`config.mk`:
```
export PLATFORM = sky130hd
export DESIGN_NAME = voice_allocator
export DESIGN_NICKNAME = d
export VERILOG_FILES = /design/src/rtl/voice_allocator_pkg.sv /design/src/rtl/voice_age_counter.sv /design/src/rtl/voice_allocator.sv
export SDC_FILE = /design/constraint.sdc
export NUM_CORES = 1
export LEC_CHECK = 0
export BUFFER_PORTS_ARGS = -buffer_cell sky130_fd_sc_hd__buf_2
export CAP_MARGIN = 30
export CORE_MARGIN = 1
export CORE_UTILIZATION = 51
export CTS_CLUSTER_DIAMETER = 120
export DETAILED_ROUTE_END_ITERATION = 8
export GPL_TIMING_DRIVEN = 0
export HOLD_SLACK_MARGIN = 0.15
export PLACE_DENSITY_LB_ADDON = 0.12
export SYNTH_ARGS = -nofsm -noshare
export SYNTH_HDL_FRONTEND = slang
export SYNTH_SLANG_ARGS = --single-unit
```
`constraint.sdc`:
```
create_clock -name clock_50_000_000 -period 3.9 [get_ports clock_50_000_000]
set_input_delay 0.39 -clock clock_50_000_000 [delete_from_list [all_inputs] [get_ports clock_50_000_000]]
set_output_delay 0.39 -clock clock_50_000_000 [all_outputs]
set_load 0.05 [all_outputs]
```
`src/rtl/voice_allocator_pkg.sv`:
```
// Shared MIDI definitions for the voice allocator: command record and FSM states.
package voice_allocator_pkg;

  localparam int unsigned NOTE_WIDTH = 7;

  typedef struct packed {
    logic                  valid;
    logic                  on;
    logic [NOTE_WIDTH-1:0] note;
    logic [NOTE_WIDTH-1:0] velocity;
  } voice_command_t;

  typedef enum logic [1:0] {
    StIdle,
    StScan,
    StIssue,
    StRelease
  } alloc_state_e;

endpackage

```
`src/rtl/voice_age_counter.sv`:
```
// Saturating per-voice age counter; cleared when a voice is (re)triggered.
module voice_age_counter #(
  parameter int unsigned AGE_WIDTH = 8
) (
  input  logic                 clock_50_000_000,
  input  logic                 reset_l,
  input  logic                 clear,
  input  logic                 increment,
  output logic [AGE_WIDTH-1:0] age
);

  // Clear has priority; increment stops at all-ones.
  always_ff @(posedge clock_50_000_000 or negedge reset_l) begin
    if (!reset_l) begin
      age <= '0;
    end else if (clear) begin
      age <= '0;
    end else if (increment && (age != '1)) begin
      age <= age + 1'b1;
    end
  end

endmodule

```
`src/rtl/voice_allocator.sv`:
```
// Polyphonic voice allocator: scans voices one per cycle, then retriggers,
// allocates, steals or releases a voice; sustain-pedal release is batched.
module voice_allocator
  import voice_allocator_pkg::*;
#(
  parameter int unsigned PIPELINE_COUNT = 4,
  parameter int unsigned AGE_WIDTH      = 8
) (
  input  logic                                       clock_50_000_000,
  input  logic                                       reset_l,
  input  logic                                       event_valid,
  output logic                                       event_ready,
  input  logic                                       event_on,
  input  logic [NOTE_WIDTH-1:0]                      event_note,
  input  logic [NOTE_WIDTH-1:0]                      event_velocity,
  input  logic                                       sustain,
  output logic [PIPELINE_COUNT-1:0]                  voice_valid,
  output logic [PIPELINE_COUNT-1:0]                  voice_on,
  output logic [PIPELINE_COUNT-1:0][NOTE_WIDTH-1:0]  voice_note,
  output logic [PIPELINE_COUNT-1:0][NOTE_WIDTH-1:0]  voice_velocity,
  output logic [PIPELINE_COUNT-1:0]                  voice_busy
);

  localparam int unsigned IDX_W = (PIPELINE_COUNT > 1) ? $clog2(PIPELINE_COUNT) : 1;
  typedef logic [IDX_W-1:0] idx_t;
  localparam idx_t LAST_IDX = idx_t'(PIPELINE_COUNT - 1);

  alloc_state_e state_q, state_d;
  logic         accept;

  logic                  ev_on_q;
  logic [NOTE_WIDTH-1:0] ev_note_q, ev_vel_q;

  idx_t                 scan_idx_q;
  logic                 match_found_q, free_found_q, old_found_q;
  idx_t                 match_idx_q, free_idx_q, old_idx_q;
  logic [AGE_WIDTH-1:0] old_age_q;

  logic sustain_q, release_pending_q;

  voice_command_t [PIPELINE_COUNT-1:0] cmd_q, cmd_d;
  logic [PIPELINE_COUNT-1:0]           busy_q, busy_d, sustained_q, sustained_d;
  logic [PIPELINE_COUNT-1:0]           age_clear, age_inc;
  logic [PIPELINE_COUNT-1:0][AGE_WIDTH-1:0] age;

  logic                  cur_busy;
  logic [NOTE_WIDTH-1:0] cur_note;
  logic [AGE_WIDTH-1:0]  cur_age;
  idx_t                  target;

  for (genvar g = 0; g < PIPELINE_COUNT; g++) begin : g_age
    voice_age_counter #(
      .AGE_WIDTH(AGE_WIDTH)
    ) u_age (
      .clock_50_000_000(clock_50_000_000),
      .reset_l         (reset_l),
      .clear           (age_clear[g]),
      .increment       (age_inc[g]),
      .age             (age[g])
    );
  end

  // FSM state register.
  always_ff @(posedge clock_50_000_000 or negedge reset_l) begin
    if (!reset_l) state_q <= StIdle;
    else          state_q <= state_d;
  end

  // FSM next state and handshake; a pending release always wins over a new event.
  always_comb begin
    state_d     = state_q;
    event_ready = 1'b0;
    accept      = 1'b0;
    case (state_q)
      StIdle: begin
        if (release_pending_q) begin
          state_d = StRelease;
        end else begin
          event_ready = 1'b1;
          if (event_valid) begin
            accept  = 1'b1;
            state_d = StScan;
          end
        end
      end
      StScan:    if (scan_idx_q == LAST_IDX) state_d = StIssue;
      StIssue:   state_d = StIdle;
      StRelease: state_d = StIdle;
      default:   state_d = StIdle;
    endcase
  end

  // Voice currently under examination.
  always_comb begin
    cur_busy = busy_q[scan_idx_q];
    cur_note = cmd_q[scan_idx_q].note;
    cur_age  = age[scan_idx_q];
    target   = match_found_q ? match_idx_q : (free_found_q ? free_idx_q : old_idx_q);
  end

  // Event capture and per-voice scan bookkeeping.
  always_ff @(posedge clock_50_000_000 or negedge reset_l) begin
    if (!reset_l) begin
      ev_on_q       <= 1'b0;
      ev_note_q     <= '0;
      ev_vel_q      <= '0;
      scan_idx_q    <= '0;
      match_found_q <= 1'b0;
      match_idx_q   <= '0;
      free_found_q  <= 1'b0;
      free_idx_q    <= '0;
      old_found_q   <= 1'b0;
      old_idx_q     <= '0;
      old_age_q     <= '0;
    end else if (accept) begin
      // Velocity-zero note-on is a note-off in MIDI.
      ev_on_q       <= event_on && (event_velocity != '0);
      ev_note_q     <= event_note;
      ev_vel_q      <= event_velocity;
      scan_idx_q    <= '0;
      match_found_q <= 1'b0;
      match_idx_q   <= '0;
      free_found_q  <= 1'b0;
      free_idx_q    <= '0;
      old_found_q   <= 1'b0;
      old_idx_q     <= '0;
      old_age_q     <= '0;
    end else if (state_q == StScan) begin
      scan_idx_q <= scan_idx_q + 1'b1;
      if (cur_busy && (cur_note == ev_note_q) && !match_found_q) begin
        match_found_q <= 1'b1;
        match_idx_q   <= scan_idx_q;
      end
      if (!cur_busy && !free_found_q) begin
        free_found_q <= 1'b1;
        free_idx_q   <= scan_idx_q;
      end
      // Strict compare keeps the lowest index on ties.
      if (cur_busy && (!old_found_q || (cur_age > old_age_q))) begin
        old_found_q <= 1'b1;
        old_idx_q   <= scan_idx_q;
        old_age_q   <= cur_age;
      end
    end
  end

  // Sustain falling-edge detect; pending survives until RELEASE services it.
  always_ff @(posedge clock_50_000_000 or negedge reset_l) begin
    if (!reset_l) begin
      sustain_q         <= 1'b0;
      release_pending_q <= 1'b0;
    end else begin
      sustain_q <= sustain;
      if (sustain_q && !sustain)      release_pending_q <= 1'b1;
      else if (state_q == StRelease)  release_pending_q <= 1'b0;
    end
  end

  // Per-voice command, busy/sustain and age updates for ISSUE and RELEASE.
  always_comb begin
    cmd_d       = cmd_q;
    busy_d      = busy_q;
    sustained_d = sustained_q;
    age_clear   = '0;
    age_inc     = '0;
    for (int i = 0; i < PIPELINE_COUNT; i++) begin
      cmd_d[i].valid = 1'b0;
      cmd_d[i].on    = 1'b0;
    end
    if (state_q == StIssue) begin
      for (int i = 0; i < PIPELINE_COUNT; i++) begin
        if (ev_on_q) begin
          if (idx_t'(i) == target) begin
            cmd_d[i].valid    = 1'b1;
            cmd_d[i].on       = 1'b1;
            cmd_d[i].note     = ev_note_q;
            cmd_d[i].velocity = ev_vel_q;
            busy_d[i]         = 1'b1;
            sustained_d[i]    = 1'b0;
            age_clear[i]      = 1'b1;
          end else if (busy_q[i]) begin
            age_inc[i] = 1'b1;
          end
        end else if (match_found_q && (idx_t'(i) == match_idx_q)) begin
          if (sustain) begin
            sustained_d[i] = 1'b1;
          end else begin
            cmd_d[i].valid = 1'b1;
            busy_d[i]      = 1'b0;
            sustained_d[i] = 1'b0;
          end
        end
      end
    end else if (state_q == StRelease) begin
      for (int i = 0; i < PIPELINE_COUNT; i++) begin
        if (sustained_q[i]) begin
          cmd_d[i].valid = 1'b1;
          busy_d[i]      = 1'b0;
          sustained_d[i] = 1'b0;
        end
      end
    end
  end

  // Voice command and status registers.
  always_ff @(posedge clock_50_000_000 or negedge reset_l) begin
    if (!reset_l) begin
      cmd_q       <= '0;
      busy_q      <= '0;
      sustained_q <= '0;
    end else begin
      cmd_q       <= cmd_d;
      busy_q      <= busy_d;
      sustained_q <= sustained_d;
    end
  end

  // Unpack command records onto the output ports.
  always_comb begin
    for (int i = 0; i < PIPELINE_COUNT; i++) begin
      voice_valid[i]    = cmd_q[i].valid;
      voice_on[i]       = cmd_q[i].on;
      voice_note[i]     = cmd_q[i].note;
      voice_velocity[i] = cmd_q[i].velocity;
    end
    voice_busy = busy_q;
  end

endmodule

```
==> impl_metrics.py <==
metrics = {
    "logic_synthesis": {
        "ys_warn_count": 0,
        "synth.net_count": 588,
        "synth_compound_area_share_pct": 6.60,
        "synth_seq_cells": 142,
        "synthSimpleGateAreaFrac_pct": 13.0,
        "synth.largest_area_cell": "dfrtp_1",
        "syn_area_mm2": 0.00666,
        "synth_top_area_share_pct": 53.4,
        "synth_cell_types": 54,
        "yosys-top-cells-area": "dfrtp_1 (53%), mux2_2 (9.6%), mux4_2 (4.7%)",
        "synth-edff-count": 0,
        "synth.avg_cell_area_um2": 12.0,
        "synthMuxAreaShare_pct": 17.2,
        "ys_async_sr_fraction_pct": 100,
        "synth_xor_area_share_pct": 4.47,
        "seq_area_frac_synth_pct": 53.4,
        "syn_inst": 556,
        "synth_top_family_by_area": "multiplexers",
        "ys.flop_type": "dfrtp_1",
        "synth_fa_ha_area_share_pct": 2.44,
    },
    "timing": {
        "max_freq_mhz": 299,
        "hold_viol_final": 0,
        "period_needed_ns": 3.35,
        "post-route-period-util_pct": 85.8,
        "tightest_slew_ns": 0.642,
        "rsz0062_at_grt": "false",
        "max_slew_margin_pct": 57.0,
        "tns_ns": 0,
        "setup_violations": 0,
        "skew_ns": 0.00875,
        "drv_slew": 0,
    },
    "clock_network": {
        "clock_path_buffers": 2,
        "cts_tree": "done",
        "cts_resized": 0,
        "clkSinkCount": 142,
        "post-cts-setup-buffers": 0,
        "clock_latency_ns": 0.43,
        "cts-root-buf": "clkbuf_16",
        "cts_buffers": 17,
        "path_clk_slew_ns": 0.06,
        "htreeDepth": 4,
        "ctsHoldBuffers": 5,
    },
    "die": {
        "dieArea_mm2": 0.0135,
        "die_x_um": 116,
        "core_mm2": 0.0127,
        "start_util_pct": 52.5,
        "die_y_um": 116,
        "std_cell_rows": 41,
        "ios": 88,
    },
    "layout": {
        "diodes": 0,
        "multi_input_area_mm2": 0.00291,
        "area_growth_pct": 19.7,
        "fin_nets": 700,
        "drive_above_1_share_pct": 32.5,
        "final_util_pct": 62.9,
        "fill_cells": 1043,
        "seqCellArea_mm2": 0.00355,
    },
    "pwr": {
        "vdd_drop_max_mv": 0.428,
        "leakagePower_nw": 4.07,
        "powerDensity_mw_per_mm2": 739,
    },
    "setup_path": {
        "slowest_stage": "mux4_2",
        "end_kind": "flip-flop",
        "worstPathRequired_ns": 4.23,
        "r2r_setup_slack_ns": 0.55,
        "crit_arrival_ns": 3.67,
        "cp_cell_sequence": "buf_2 > buf_2 > mux4_2 > ha_1 > a21o_1 > a21o_1 > o311a_1 > buf_2 > buf_2 > o31ai_1",
        "max_stage_delay_ns": 0.59,
        "cp_common_cell": "buf_2",
        "crit_type": "flip-flop to flip-flop",
        "cp_max_fo": 10,
        "startpoint_type": "flip-flop",
    },
    "drt": {
        "viasPerCell": 5.44,
        "drt_iter0_drc": 330,
        "dr.pass1.iters": 5,
        "antenna_left": 0,
        "remaining_drc_errors": 0,
        "wirelength_um": 15200,
        "vias": 4640,
        "wire_per_inst_um": 17.8,
    },
    "global_route": {
        "grt_pass1_wl_um": 23900,
        "met2_usage_pct": 35.3,
        "gr-usage-met1_pct": 33.8,
        "grt-busiest-layer": "met2",
        "overflow": 0,
        "grt_pass1_vias": 4630,
        "grt_use_total_pct": 24.1,
        "use_met3_pct": 7.06,
        "grt_max_degree": 75,
        "antenna_found_initial": 1,
    },
    "status": {
        "status": "completed",
    },
    "placement": {
        "gp_congestion": 0.880,
        "hpwl_um": 10700,
        "port_buffers": 87,
    },
    "flow_run": {
        "drv_cap": 0,
    },
    "hold_path": {
        "worstHoldPathType": "input pin to flip-flop",
    },
}
==> kinds of logic after synthesis <==
family                     after synthesis
AOI/OAI and AO/OA                       60
xor gates and xnor gates                34
adders and majority gates               13
buffers and inverters                   40
DFF                                    142
muxes                                   89
and+or+nand+nor                        178
==> per-layer routing <==
metal | wire, um | part of all wire [%] | up-vias
met2 | 6950 | 46 | 123
met1 | 6980 | 46 | 2291
met4 | 316 | 2.1 | 0
met3 | 911 | 6.0 | 27
li1 | - | - | 2199
met5 | 0 | 0 | -
==> worst max-delay path: cells and delay by family, from the launching register on <==
family          cells  cell delay [ns]
fa+ha+maj           1             0.21
buf+inv             4             1.11
flops               1             0.47
mux                 1             0.59
compound gates      4             0.86
==> path summary, 6_finish.rpt <==
path	start	cells after the start	endpoint
max	scan_idx_q[1]	10	old_age_q[7]
min	event_note[1]	3	ev_note_q[1]
max reg2reg	scan_idx_q[1]	10	old_age_q[7]
min reg2reg	voice_velocity[24]	1	voice_velocity[24]
max in group asynchronous	reset_l	3	ev_vel_q[4]
min in group asynchronous	reset_l	2	old_age_q[4]
==> stage by stage <==
stage	instance area (um^2)	hold slack (ns)	instances	total power [mW]	setup slack [ns]
2_1_floorplan	6660	0.0944	556	3.75	1.04
3_3_place_gp	7310	0.466	815	4.26	0.482
3_5_place_dp	7340	0.441	816	4.32	0.571
4_1_cts	7970	0.152	853	5.93	0.562
5_1_grt	7970	0.151	853	6.18	0.350
6_report	7970	0.163	853	5.89	0.552
==> where the power goes <==
group,switching (mW),internal [mW]
logic,1.45,0.731
clock network,0.614,0.973
registers,0.297,1.83
==> synthesized netlist by cell type (2+ instances only) <==
cell / n
nor3_1: 3
o21ai_0: 14
nand2b_1: 5
nor2b_1: 2
mux4_2: 14
nand3_1: 4
a211oi_1: 2
a32oi_1: 4
ha_1: 13
buf_2: 13
nand4_1: 19
xor2_1: 25
nor2_1: 42
xnor2_1: 9
a21oi_1: 7
and3_1: 12
o211ai_1: 2
nand2_1: 75
inv_1: 11
o2111a_1: 2
a32o_1: 2
mux2i_1: 16
clkbuf_1: 11
nor2_2: 3
dfrtp_1: 142
o21a_1: 2
buf_6: 3
o21ai_2: 2
mux2_2: 57
a21o_1: 6
buf_4: 2
o31ai_1: 9
and2_1: 2
==> registers in the layout, indices dropped and copies added, names as in the netlist, 4 cells and up <==
| name | count |
|---|---|
| old_age_q | 8 |
| voice_on | 4 |
| ev_note_q | 7 |
| sustained_q | 4 |
| voice_busy | 4 |
| voice_note | 28 |
| ev_vel_q | 7 |
| voice_velocity | 28 |
| voice_valid | 4 |
| g_age.u_age.age | 32 |
==> layout make-up <==
| type | instances | share of cell area [%] |
|---|---|---|
| plain buffers | 29 | 1.95 |
| repair buffers | 93 | 6.52 |
| well taps | 172 | 2.70 |
| inverters | 11 | 0.518 |
| flip-flops and latches | 142 | 44.6 |
| clock buffers | 22 | 5.83 |
| clock inverters | 10 | 1.40 |
| multi-input cells | 374 | 36.5 |
==> layout by cell type, fill, tap and decap left out, types with 14 or more instances in the layout <==
cell	count
dfrtp_1	142
buf_2	99
nand2_1	75
mux2_2	57
nor2_1	42
xor2_1	25
nand4_1	19
clkbuf_16	17
mux2i_1	16
clkbuf_1	14
mux4_2	14
o21ai_0	14
No activity file was read; power rests on OpenSTA's default activity.
